==> src/rtl/mem_access_ctrl_if.sv <==
// Request/response handshake plus data-memory strobes between datapath, controller and memory.
// master = datapath and memory side; slave = mem_access_ctrl.
interface mem_access_ctrl_if #(
  parameter int DATA_W = 16,
  parameter int ADDR_W = 16
);
  logic              req_valid;
  logic              req_ready;
  logic              req_write;
  logic [ADDR_W-1:0] req_addr;
  logic [DATA_W-1:0] req_wdata;
  logic              resp_valid;
  logic              resp_ready;
  logic [DATA_W-1:0] resp_data;
  logic              resp_err;
  logic              mem_read;
  logic              mem_write;
  logic [ADDR_W-1:0] address;
  logic [DATA_W-1:0] write_data;
  logic [DATA_W-1:0] read_data;

  modport master (
    output req_valid, req_write, req_addr, req_wdata, resp_ready, read_data,
    input  req_ready, resp_valid, resp_data, resp_err, mem_read, mem_write, address, write_data
  );

  modport slave (
    input  req_valid, req_write, req_addr, req_wdata, resp_ready, read_data,
    output req_ready, resp_valid, resp_data, resp_err, mem_read, mem_write, address, write_data
  );
endinterface

==> src/rtl/mem_access_ctrl.sv <==
// Single-outstanding load/store initiator to data memory with address range checking.
// Latency accept->resp_valid: store 2, load 1+READ_WAIT, out-of-range 1 cycle.
// Accepts only in IDLE; response is held stable in RESP until resp_ready.
module mem_access_ctrl #(
  parameter int DATA_W    = 16,
  parameter int ADDR_W    = 16,
  parameter int MEM_DEPTH = 24,
  parameter int READ_WAIT = 1
) (
  input logic              clk,
  input logic              reset,
  mem_access_ctrl_if.slave bus
);
  localparam int                CNT_W    = (READ_WAIT > 1) ? $clog2(READ_WAIT) : 1;
  localparam logic [CNT_W-1:0]  LAST_CNT = CNT_W'(READ_WAIT - 1);
  localparam logic [ADDR_W:0]   DEPTH_L  = (ADDR_W + 1)'(MEM_DEPTH);

  typedef enum logic [1:0] {IDLE, WRITE, READ, RESP} state_t;

  typedef struct packed {
    logic              write;
    logic [ADDR_W-1:0] addr;
    logic [DATA_W-1:0] wdata;
  } req_t;

  state_t            state, state_nxt;
  req_t              req_q;
  logic [CNT_W-1:0]  cnt_q;
  logic [DATA_W-1:0] resp_data_q;
  logic              resp_err_q;
  logic              accept;
  logic              addr_oor;
  logic              last_rd;

  assign accept   = bus.req_valid && (state == IDLE) && !reset;
  // Widened by one bit so MEM_DEPTH == 2**ADDR_W still compares correctly.
  assign addr_oor = ({1'b0, bus.req_addr} >= DEPTH_L);
  assign last_rd  = (cnt_q == LAST_CNT);

  always_ff @(posedge clk or posedge reset) begin
    if (reset) begin
      state <= IDLE;
    end else begin
      state <= state_nxt;
    end
  end

  always_comb begin
    state_nxt      = state;
    bus.req_ready  = 1'b0;
    bus.resp_valid = 1'b0;
    bus.mem_read   = 1'b0;
    bus.mem_write  = 1'b0;
    bus.address    = '0;
    bus.write_data = '0;
    case (state)
      IDLE: begin
        bus.req_ready = !reset;
        if (accept) begin
          if (addr_oor)           state_nxt = RESP;
          else if (bus.req_write) state_nxt = WRITE;
          else                    state_nxt = READ;
        end
      end
      WRITE: begin
        bus.mem_write  = req_q.write;
        bus.address    = req_q.addr;
        bus.write_data = req_q.wdata;
        state_nxt      = RESP;
      end
      READ: begin
        bus.mem_read = !req_q.write;
        bus.address  = req_q.addr;
        if (last_rd) state_nxt = RESP;
      end
      RESP: begin
        bus.resp_valid = 1'b1;
        if (bus.resp_ready) state_nxt = IDLE;
      end
      default: state_nxt = IDLE;
    endcase
  end

  always_ff @(posedge clk or posedge reset) begin
    if (reset) begin
      req_q       <= '0;
      cnt_q       <= '0;
      resp_data_q <= '0;
      resp_err_q  <= 1'b0;
    end else begin
      if (accept) begin
        req_q       <= '{write: bus.req_write, addr: bus.req_addr, wdata: bus.req_wdata};
        cnt_q       <= '0;
        resp_err_q  <= addr_oor;
        resp_data_q <= '0;
      end
      if (state == READ) begin
        cnt_q <= cnt_q + CNT_W'(1);
        if (last_rd) resp_data_q <= bus.read_data;
      end
    end
  end

  assign bus.resp_data = resp_data_q;
  assign bus.resp_err  = resp_err_q;
endmodule

==> src/flat_wrapper.sv <==
// flat-port wrapper written by rule: the top's interface ports become plain ports
module mem_access_ctrl_flat 
#(
  parameter int DATA_W    = 16,
  parameter int ADDR_W    = 16,
  parameter int MEM_DEPTH = 24,
  parameter int READ_WAIT = 1
)
  (clk, reset, bus_req_valid, bus_req_write, bus_req_addr, bus_req_wdata, bus_resp_ready, bus_read_data, bus_req_ready, bus_resp_valid, bus_resp_data, bus_resp_err, bus_mem_read, bus_mem_write, bus_address, bus_write_data);
  mem_access_ctrl_if #(.DATA_W(DATA_W), .ADDR_W(ADDR_W)) bus_i ();
  input logic clk;
  input logic reset;
  input wire logic [$bits(bus_i.req_valid)-1:0] bus_req_valid;
  input wire logic [$bits(bus_i.req_write)-1:0] bus_req_write;
  input wire logic [$bits(bus_i.req_addr)-1:0] bus_req_addr;
  input wire logic [$bits(bus_i.req_wdata)-1:0] bus_req_wdata;
  input wire logic [$bits(bus_i.resp_ready)-1:0] bus_resp_ready;
  input wire logic [$bits(bus_i.read_data)-1:0] bus_read_data;
  output wire logic [$bits(bus_i.req_ready)-1:0] bus_req_ready;
  output wire logic [$bits(bus_i.resp_valid)-1:0] bus_resp_valid;
  output wire logic [$bits(bus_i.resp_data)-1:0] bus_resp_data;
  output wire logic [$bits(bus_i.resp_err)-1:0] bus_resp_err;
  output wire logic [$bits(bus_i.mem_read)-1:0] bus_mem_read;
  output wire logic [$bits(bus_i.mem_write)-1:0] bus_mem_write;
  output wire logic [$bits(bus_i.address)-1:0] bus_address;
  output wire logic [$bits(bus_i.write_data)-1:0] bus_write_data;
  assign bus_i.req_valid = bus_req_valid;
  assign bus_i.req_write = bus_req_write;
  assign bus_i.req_addr = bus_req_addr;
  assign bus_i.req_wdata = bus_req_wdata;
  assign bus_i.resp_ready = bus_resp_ready;
  assign bus_i.read_data = bus_read_data;
  assign bus_req_ready = bus_i.req_ready;
  assign bus_resp_valid = bus_i.resp_valid;
  assign bus_resp_data = bus_i.resp_data;
  assign bus_resp_err = bus_i.resp_err;
  assign bus_mem_read = bus_i.mem_read;
  assign bus_mem_write = bus_i.mem_write;
  assign bus_address = bus_i.address;
  assign bus_write_data = bus_i.write_data;
  mem_access_ctrl #(.DATA_W(DATA_W), .ADDR_W(ADDR_W), .MEM_DEPTH(MEM_DEPTH), .READ_WAIT(READ_WAIT)) u_core (.clk(clk), .reset(reset), .bus(bus_i));
endmodule
==> config.mk <==
export PLATFORM = sky130hd
export DESIGN_NAME = mem_access_ctrl_flat
export DESIGN_NICKNAME = d
export VERILOG_FILES = /design/src/rtl/mem_access_ctrl_if.sv /design/src/rtl/mem_access_ctrl.sv /design/src/flat_wrapper.sv
export SDC_FILE = /design/constraint.sdc
export NUM_CORES = 1
export LEC_CHECK = 0
export CELL_PAD_IN_SITES_DETAIL_PLACEMENT = 2
export CELL_PAD_IN_SITES_GLOBAL_PLACEMENT = 2
export CORE_MARGIN = 2
export CORE_UTILIZATION = 23
export DETAILED_ROUTE_END_ITERATION = 7
export GPL_ROUTABILITY_DRIVEN = 0
export MAX_ROUTING_LAYER = met4
export PLACE_DENSITY = 0.87
export SYNTH_ARGS = -nofsm -noshare
export SYNTH_HDL_FRONTEND = slang
export SYNTH_SLANG_ARGS = --single-unit
==> constraint.sdc <==
create_clock -name clk -period 2.5 [get_ports clk]
set_clock_uncertainty 0.15 [all_clocks]
set_input_delay 0.75 -clock clk [delete_from_list [all_inputs] [get_ports clk]]
set_output_delay 0.75 -clock clk [all_outputs]
set_load 0.02 [all_outputs]
==> flow_metrics.tcl, run 1 <==
set metrics [dict create \
    maxCapViolations 0 \
    synth_area_mm2 0.00244 \
    cts_buffers 5 \
    worstPathCellList "inv_2 -> ha_4 -> buf_12 -> and2_1 -> buf_2" \
    rsz0062_at_grt "no" \
    required_ps 1600 \
    worst_slack_ps 83.9 \
    ant_nets 0 \
    synth-async-reset-ratio_pct 100 \
    yosysWarnings 0 \
    setup-tns-final_ps 0 \
    vias_per_cell 4.38 \
    status "finished, final reports clean" \
    tightest_slew_ps 719 \
    syn-num-nets 341 \
    synth-edff-count 0 \
    io_buffer_count 105 \
    min_period_ps 2420 \
    powerDensity_mw_per_mm2 1160 \
    synth_area_per_cell_um2 8.64 \
    critPathMaxFanout 17 \
    fillCellCount 1162 \
    gr-total-overflow 0 \
    io_pins 106 \
    diodes 0 \
    firstDrtPassIters 3 \
    startpoint_type "flop" \
    hold_violations 0 \
    clock_latency_ps 300 \
    worstSetupPathType "flop to output port" \
    route.detailed.drc 0 \
    yosysMostFrequentCell "nand2_1" \
    fin_util_pct 36.2 \
    synth-seq-area-share_pct 54.2 \
    clockRootBuffer "clkbuf_8" \
    htree_num_levels 2 \
    synth_area_leader_cell "dfrtp_1" \
    power_mw 4.32 \
    grtUsageTotal_pct 14.7 \
    synthFlopType "dfrtp_1" \
    fp-row-count 37 \
    vias 2327 \
    totalWireLength_um 8020 \
    crit_path_max_incr_delay_ps 450 \
    core_mm2 0.0103 \
    antenna_found_initial 0 \
    cts_hold_buf 0 \
    synthTopCellsByArea "dfrtp_1, nand2_1, and2_1" \
    fmax_mhz 414 \
    ctsLongestPathBuffers 2 \
    clkSlewWorstSetupHoldPaths_ps 90 \
    syn_inst 283 \
    leakagePower_nw 1.84 \
    cp-end-kind "output port" \
    cts.sink_count 53 \
    fin_cells 531 \
    wl_per_cell_um 15.1 \
    drv_slew 0 \
    place_inst 523 \
    grt_pass1_wl_um 12900 \
    dp_hpwl_um 6150 \
    cts_tree "done" \
    fin_crit_sh_pct 96.6 \
    crit_path_top_delay_cell "dfrtp_2" \
    yosys-top-cells-count "nand2_1, dfrtp_1, and2_1, nand3_1, buf_2" \
    grt_pass1_vias 2564 \
    die_width_um 107 \
    setup_viol 0 \
    ys_ff_latch 53 \
    relSlewSlack_pct 52.1 \
    ir_worst_vdd_v 0.000384 \
    nNetsFinal 453 \
    synthToLayoutAreaGrowth_pct 52.7 \
    grt_max_degree 34 \
    hp-class "flop to flop" \
    synth_top_area_share_pct 54.2 \
    drt_iter0_drc 48 \
    drive_above_1_share_pct 14.9 \
    initial_core_util_pct 23.7 \
    critPathArrivalTime_ps 1520 \
    dieArea_mm2 0.0115 \
    fp.dieH_um 107 \
    pre_cts_slack_ps -330 \
    yosysUniqueCellTypes 25 \
]
[cells by family after synthesis]
group	synth area share [%]
flip-flops	54.2
adder cells (fa/ha/maj)	2.56
buffers and inverters	3.17
AO/OA/AOI/OAI	2.15
AND/OR/NAND/NOR	37.9
[flip-flops by register name (all words and copies together) (netlist names)]
register,flops
u_core.bus.resp_data,16
u_core.bus.resp_err,1
u_core.cnt_q,1
u_core.req_q,33
u_core.state,2
[worst max-delay path, delay by kind of cell, from the launching register on]
| kind | cells | cell delay (ps) |
|---|---|---|
| adder cells (fa/ha/maj) | 1 | 210 |
| AND/OR/NAND/NOR | 1 | 170 |
| buffers and inverters | 3 | 390 |
| flip-flops | 1 | 450 |
[worst paths after layout]
| path | slack [ps] | startpoint | to | depth (start not counted) |
|---|---|---|---|---|
| worst max-delay path | 80 | u_core.state[0]$_DFFE_PP0P_ | bus_address[5] | 5 |
| worst min-delay path | 320 | u_core.req_q[15]$_DFFE_PP0P_ | u_core.req_q[15]$_DFFE_PP0P_ | 2 |
| worst max register to register | 500 | u_core.state[0]$_DFFE_PP0P_ | u_core.bus.resp_data[11]$_DFF_PP0_ | 7 |
| worst min register to register | 320 | u_core.req_q[15]$_DFFE_PP0P_ | u_core.req_q[15]$_DFFE_PP0P_ | 2 |
| max in group asynchronous | 1110 | reset | u_core.req_q[13]$_DFFE_PP0P_ | 4 |
| min in group asynchronous | 840 | reset | u_core.req_q[32]$_DFFE_PP0P_ | 4 |
[final cells by class]
| type | instances | area (um2) | area share (%) |
|---|---|---|---|
| Timing Repair Buffer | 120 | 1070 | 28.7 |
| Clock buffer | 7 | 86.3 | 2.31 |
| Multi-Input combinational cell | 212 | 1070 | 28.6 |
| Tap cell | 136 | 170 | 4.56 |
| Inverter | 3 | 11.3 | 0.302 |
| Sequential cell | 53 | 1330 | 35.6 |
[cells in the final DEF, fill, tap and decap left out, drive strengths merged]
cell	Yosys	routed
a2111o	1	1
a211o	1	1
a211oi	1	1
a31oi	1	1
and2	34	34
and3b	1	1
buf	8	33
clkbuf	7	15
clkdlybuf4s15	0	9
clkdlybuf4s50	0	69
dfrtp	53	53
dlygate4sd2	0	1
ha	5	5
inv	3	3
nand2	131	131
nand2b	3	3
nand3	16	16
nand3b	1	1
nor2	3	3
nor2b	4	4
nor3	1	1
nor4	2	2
o21ai	1	1
o22ai	2	2
or3	1	1
or4	1	1
or4b	1	1
or4bb	1	1
[metal layers]
layer	track usage [%]	part of all wire (%)
met3	2.86	4.9
met4	2.23	0.40
met1	18.0	44
met2	25.5	51
met5	-	0
[metrics by stage]
step / area (um2) / hold slack (ps)
finish: 3730 / 323
detailed placement: 3740 / 304
global placement: 3740 / 300
floorplan: 2440 / 287
CTS: 3760 / 327
global route: 3730 / 363
[what timing repair did]
item / CTS / global route
setup buffers: 1 / 0
setup endpoints to repair: 36 / 44
resized for setup: 93 / 29
[power breakdown]
group	total, mW	switching, mW	internal (mW)	leakage [nW]
logic	2.37	1.35	1.03	1.14
clock network	0.490	0.270	0.221	0.0443
registers	1.46	0.212	1.25	0.659
No activity file was read; power rests on OpenSTA's default activity.
==> run 2, diff against run 1 <==
CORE_UTILIZATION = 21   (was 23)
PLACE_DENSITY = 0.84   (was 0.87)
clock period = 2 ns   (was 2.5 ns; I/O delays follow)
==> flow_metrics.tcl, run 2 (synthesis gave the netlist of run 1 again) <==
set metrics [dict create \
    clockRootBuffer "clkbuf_16" \
    io_pins 106 \
    worst_slack_ps -209 \
    startpoint_type "flop" \
    ir_worst_vdd_v 0.000626 \
    cp-end-kind "output port" \
    clkSlewWorstSetupHoldPaths_ps 70 \
    cts_hold_buf 0 \
    ant_nets 0 \
    multiInputGateArea_mm2 0.00121 \
    dieArea_mm2 0.0125 \
    layout_common_cells "nand2_1, dfrtp_1, clkdlybuf4s50_1" \
    antenna_found_initial 0 \
    min_period_ps 2210 \
    maxCapViolations 0 \
    firstDrtPassIters 4 \
    synthToLayoutAreaGrowth_pct 77.5 \
    drt_iter0_drc 39 \
    register_area_mm2 0.00133 \
    cts.sink_count 53 \
    critPathArrivalTime_ps 1460 \
    setup_viol 34 \
    io_buffer_count 105 \
    finalInstanceArea_mm2 0.00434 \
    core_mm2 0.0114 \
    status "finished, violations left" \
    route.detailed.drc 0 \
    fmax_mhz 453 \
    clock_latency_ps 290 \
    critPathMaxFanout 9 \
    fp.dieH_um 112 \
    fin_cells 560 \
    gr-total-overflow 0 \
    cts_buffers 5 \
    dp_hpwl_um 6450 \
    grt_pass1_wl_um 13800 \
    tightest_slew_ps 420 \
    place_inst 543 \
    drv_slew 0 \
    diodes 0 \
    violations "negative setup slack" \
    fillCellCount 1248 \
    vias 2423 \
    rsz0062_at_grt "yes" \
    wl_per_cell_um 15.5 \
    largest_reg_flops 33 \
    htree_num_levels 2 \
    powerDensity_mw_per_mm2 1540 \
    relSlewSlack_pct 71.9 \
    cts_tree "done" \
    fin_util_pct 38.2 \
    worstSetupPathType "flop to output port" \
    ctsLongestPathBuffers 2 \
    place_area_mm2 0.00390 \
    grt_pass1_vias 2657 \
    hp-class "flop to flop" \
    top_register "u_core.req_q" \
    final_common_cell "nand2_1" \
    die_width_um 112 \
    fp-row-count 39 \
    grtUsageTotal_pct 14.2 \
    fin_crit_sh_pct 110 \
    required_ps 1250 \
    hold_violations 0 \
    leakagePower_nw 2.18 \
    vias_per_cell 4.33 \
    totalWireLength_um 8710 \
    holdWs_ps 332 \
    initial_core_util_pct 21.5 \
    grt_max_degree 29 \
    drive_above_1_share_pct 29.5 \
    nNetsFinal 474 \
]
==> run 2: cell types whose count changed in the layout (fill, tap and decap cells not counted), moves of 6 or more <==
cell             delta
and2_4             +27
buf_2              -17
clkdlybuf4s15_1     -9
clkbuf_8            -6
and2_1             -27
clkdlybuf4s50_1    -21
buf_4              +11
buf_6              +40
dlygate4sd2_1      +17
clkbuf_2            -8
==> run 2: worst paths after layout <==
check | depth (start not counted) | slack [ps] | start | to
max | 5 | -210 | u_core.state[1]$_DFFE_PP0P_ | bus_address[5]
min | 2 | 330 | u_core.req_q[31]$_DFFE_PP0P_ | u_core.req_q[31]$_DFFE_PP0P_
max reg2reg | 8 | 60 | u_core.state[0]$_DFFE_PP0P_ | u_core.state[1]$_DFFE_PP0P_
min reg2reg | 2 | 330 | u_core.req_q[31]$_DFFE_PP0P_ | u_core.req_q[31]$_DFFE_PP0P_
max in group asynchronous | 4 | 880 | reset | u_core.bus.resp_data[6]$_DFF_PP0_
min in group asynchronous | 3 | 410 | reset | u_core.req_q[15]$_DFFE_PP0P_
==> run 2: per-layer routing <==
layer,track usage [%],up-vias,part of all wire (%)
met2,25.2,72,53
li1,-,1148,-
met3,2.61,4,5.0
met4,2.22,0,0.52
met1,17.1,1199,41
met5,-,-,0
==> run 2: layout make-up <==
cell class	instances	share of cell area (%)
Timing Repair Buffer	141	33.9
Inverter	3	0.346
Clock inverter	1	0.173
Sequential cell	53	30.6
Clock buffer	7	3.06
Tap cell	143	4.12
Multi-Input combinational cell	212	27.8
==> run 2: power breakdown <==
| group | switching (mW) | internal, mW |
|---|---|---|
| sequential | 0.299 | 1.56 |
| combinational | 1.93 | 2.05 |
| clock | 0.393 | 0.467 |
==> run 2: timing repair <==
item | CTS | global route
endpoints found under the setup margin | 71 | 37
cloned | 1 | 0
pin swaps | 7 | 9
buffers inserted | 5 | 5
gates resized for setup | 220 | 69
==> run 2: per-stage QoR <==
stage	setup TNS, ps	setup slack (ps)	total power [mW]
2_1_floorplan	0	14.9	3.44
3_3_place_gp	-18720	-495	5.02
3_5_place_dp	-22330	-512	5.18
4_1_cts	-6340	-247	6.38
5_1_grt	-7830	-262	7.18
6_report	-5570	-209	6.70
==> run 2: worst max-delay path, stage by stage (launching register included) <==
cell and delay [ps]:
dfrtp_1 390, inv_2 100, ha_4 230, buf_12 150
and2_1 170, buf_6 130
==> run 3, diff against run 2 <==
--- a/config.mk
+++ b/config.mk
@@ -7,2 +7,3 @@
 export LEC_CHECK = 0
+export CAP_MARGIN = 20
 export CELL_PAD_IN_SITES_DETAIL_PLACEMENT = 2
==> constraint.sdc (replaced) <==
create_clock -name clk -period 2 [get_ports clk]
set_clock_uncertainty 0.15 [all_clocks]
set_input_delay 0.5 -clock clk [delete_from_list [all_inputs] [get_ports clk]]
set_output_delay 0.5 -clock clk [all_outputs]
set_load 0.02 [all_outputs]
==> flow_metrics.tcl, run 3 (synthesis gave the netlist of run 1 again) <==
set metrics [dict create \
    status "finished, violations left" \
    violations "negative setup slack" \
    fin_cells 556 \
    hold_violations 0 \
    cts_tree "done" \
    worstSetupPathType "flop to output port" \
    register_area_mm2 0.00133 \
    cts_buffers 5 \
    dp_hpwl_um 6440 \
    grtUsageTotal_pct 14.9 \
    drive_above_1_share_pct 29.3 \
    clock_latency_ps 280 \
    route.detailed.drc 0 \
    powerDensity_mw_per_mm2 1580 \
    fp-row-count 39 \
    diodes 0 \
    critPathArrivalTime_ps 1440 \
    critPathMaxFanout 6 \
    totalWireLength_um 8730 \
    layout_common_cells "nand2_1, clkdlybuf4s50_1, dfrtp_1" \
    power_mw 6.74 \
    seqPwrFrac_pct 27.6 \
    required_ps 1350 \
    worst_slack_ps -88.3 \
    clkSlewWorstSetupHoldPaths_ps 70 \
    p_switching_mw 2.59 \
    grt_pass1_vias 2726 \
    top_register "u_core.req_q" \
    synthToLayoutAreaGrowth_pct 74.7 \
    relSlewSlack_pct 76.5 \
    vias 2400 \
    leakagePower_nw 2.08 \
    fp.dieH_um 112 \
    clockRootBuffer "clkbuf_16" \
    gr-total-overflow 0 \
    die_width_um 112 \
    pwr-share-comb_pct 60.4 \
    wl_per_cell_um 15.7 \
    setup_viol 32 \
    fillCellCount 1251 \
    fmax_mhz 479 \
    ctsLongestPathBuffers 2 \
    holdWs_ps 334 \
    largest_reg_flops 33 \
    io_buffer_count 105 \
    pwr-share-clk_pct 11.9 \
    firstDrtPassIters 3 \
    io_pins 106 \
    cellInternalPower_mw 4.15 \
    final_common_cell "nand2_1" \
    cts.sink_count 53 \
    htree_num_levels 2 \
    ir_worst_vdd_v 0.000654 \
    hp-class "flop to flop" \
    maxCapViolations 0 \
    cp-end-kind "output port" \
    grt_max_degree 31 \
    place_inst 540 \
    startpoint_type "flop" \
    drv_slew 0 \
    min_period_ps 2090 \
    tightest_slew_ps 351 \
    grt_pass1_wl_um 14400 \
    drt_iter0_drc 35 \
    cts_hold_buf 0 \
    initial_core_util_pct 21.5 \
    swShare_pct 38.4 \
    multiInputGateArea_mm2 0.00118 \
    ant_nets 0 \
    antenna_found_initial 0 \
    dieArea_mm2 0.0125 \
    rsz0062_at_grt "yes" \
    vias_per_cell 4.32 \
    core_mm2 0.0114 \
    fin_crit_sh_pct 104 \
    nNetsFinal 472 \
]
run 3: cell count changes in the layout (fill, tap and decap cells not counted), moves of 3 or more:
cell	before	now
and2_1	7	3
and2_4	27	31
buf_4	23	20
buf_6	40	43
clkdlybuf4s50_1	48	69
dlygate4sd2_1	18	0
dlymetal6s2s_1	3	0
run 3: area by class of cell:
type	instances	area share (%)
clock buffers	5	2.93
clock inverters	1	0.117
inverters	3	0.264
multi-input cells	212	27.6
flip-flops and latches	53	31.1
well taps	143	4.19
repair buffers	139	33.8
run 3: stage by stage:
step / utilization (%) / cell area (um2) / setup TNS (ps) / setup slack [ps]
3_5_place_dp: 33.9 / 3850 / -14730 / -450
5_1_grt: 37.6 / 4270 / -4150 / -169
2_1_floorplan: - / 2440 / 0 / 63.8
4_1_cts: 36.2 / 4120 / -2770 / -118
6_report: 37.6 / 4270 / -1930 / -88.3
3_3_place_gp: 33.9 / 3850 / -11760 / -347
run 3: critical path, cell delays in order (launching register included):
cell     delay [ps]
dfrtp_1         360
inv_2            80
ha_4            320
buf_6           140
and2_4          140
buf_6           110
run 3: repair_timing:
item	CTS	global route
pin swaps	8	9
setup endpoints to repair	36	38
buffers inserted	7	4
gates resized for setup	221	48
cloned	1	0
run 3: final timing paths:
| kind | from | endpoint | slack, ps | cells after the start |
|---|---|---|---|---|
| worst max-delay path | u_core.state[1]$_DFFE_PP0P_ | bus_address[5] | -90 | 5 |
| worst min-delay path | u_core.req_q[28]$_DFFE_PP0P_ | u_core.req_q[28]$_DFFE_PP0P_ | 330 | 2 |
| worst max register to register | u_core.state[1]$_DFFE_PP0P_ | u_core.state[1]$_DFFE_PP0P_ | 30 | 7 |
| worst min register to register | u_core.req_q[28]$_DFFE_PP0P_ | u_core.req_q[28]$_DFFE_PP0P_ | 330 | 2 |
| max in group asynchronous | reset | u_core.req_q[3]$_DFFE_PP0P_ | 750 | 4 |
| min in group asynchronous | reset | u_core.bus.resp_data[15]$_DFF_PP0_ | 510 | 3 |
run 3: routing by layer:
metal | up-vias | track usage, % | wire length [um]
li1 | 1146 | - | -
met1 | 1182 | 16.9 | 3550
met2 | 68 | 27.3 | 4740
met3 | 4 | 2.89 | 388
met4 | 0 | 2.88 | 47
met5 | - | - | 0
run 3: power groups by stage:
stage / registers (mW) / logic (mW) / clock network [mW]
after global placement: 1.82 / 3.18 / 0
final: 1.86 / 4.07 / 0.804
after detailed placement: 1.86 / 3.30 / 0
after global routing: 1.93 / 4.42 / 0.894
after CTS: 1.86 / 3.85 / 0.849
after floorplan: 1.94 / 1.51 / 0
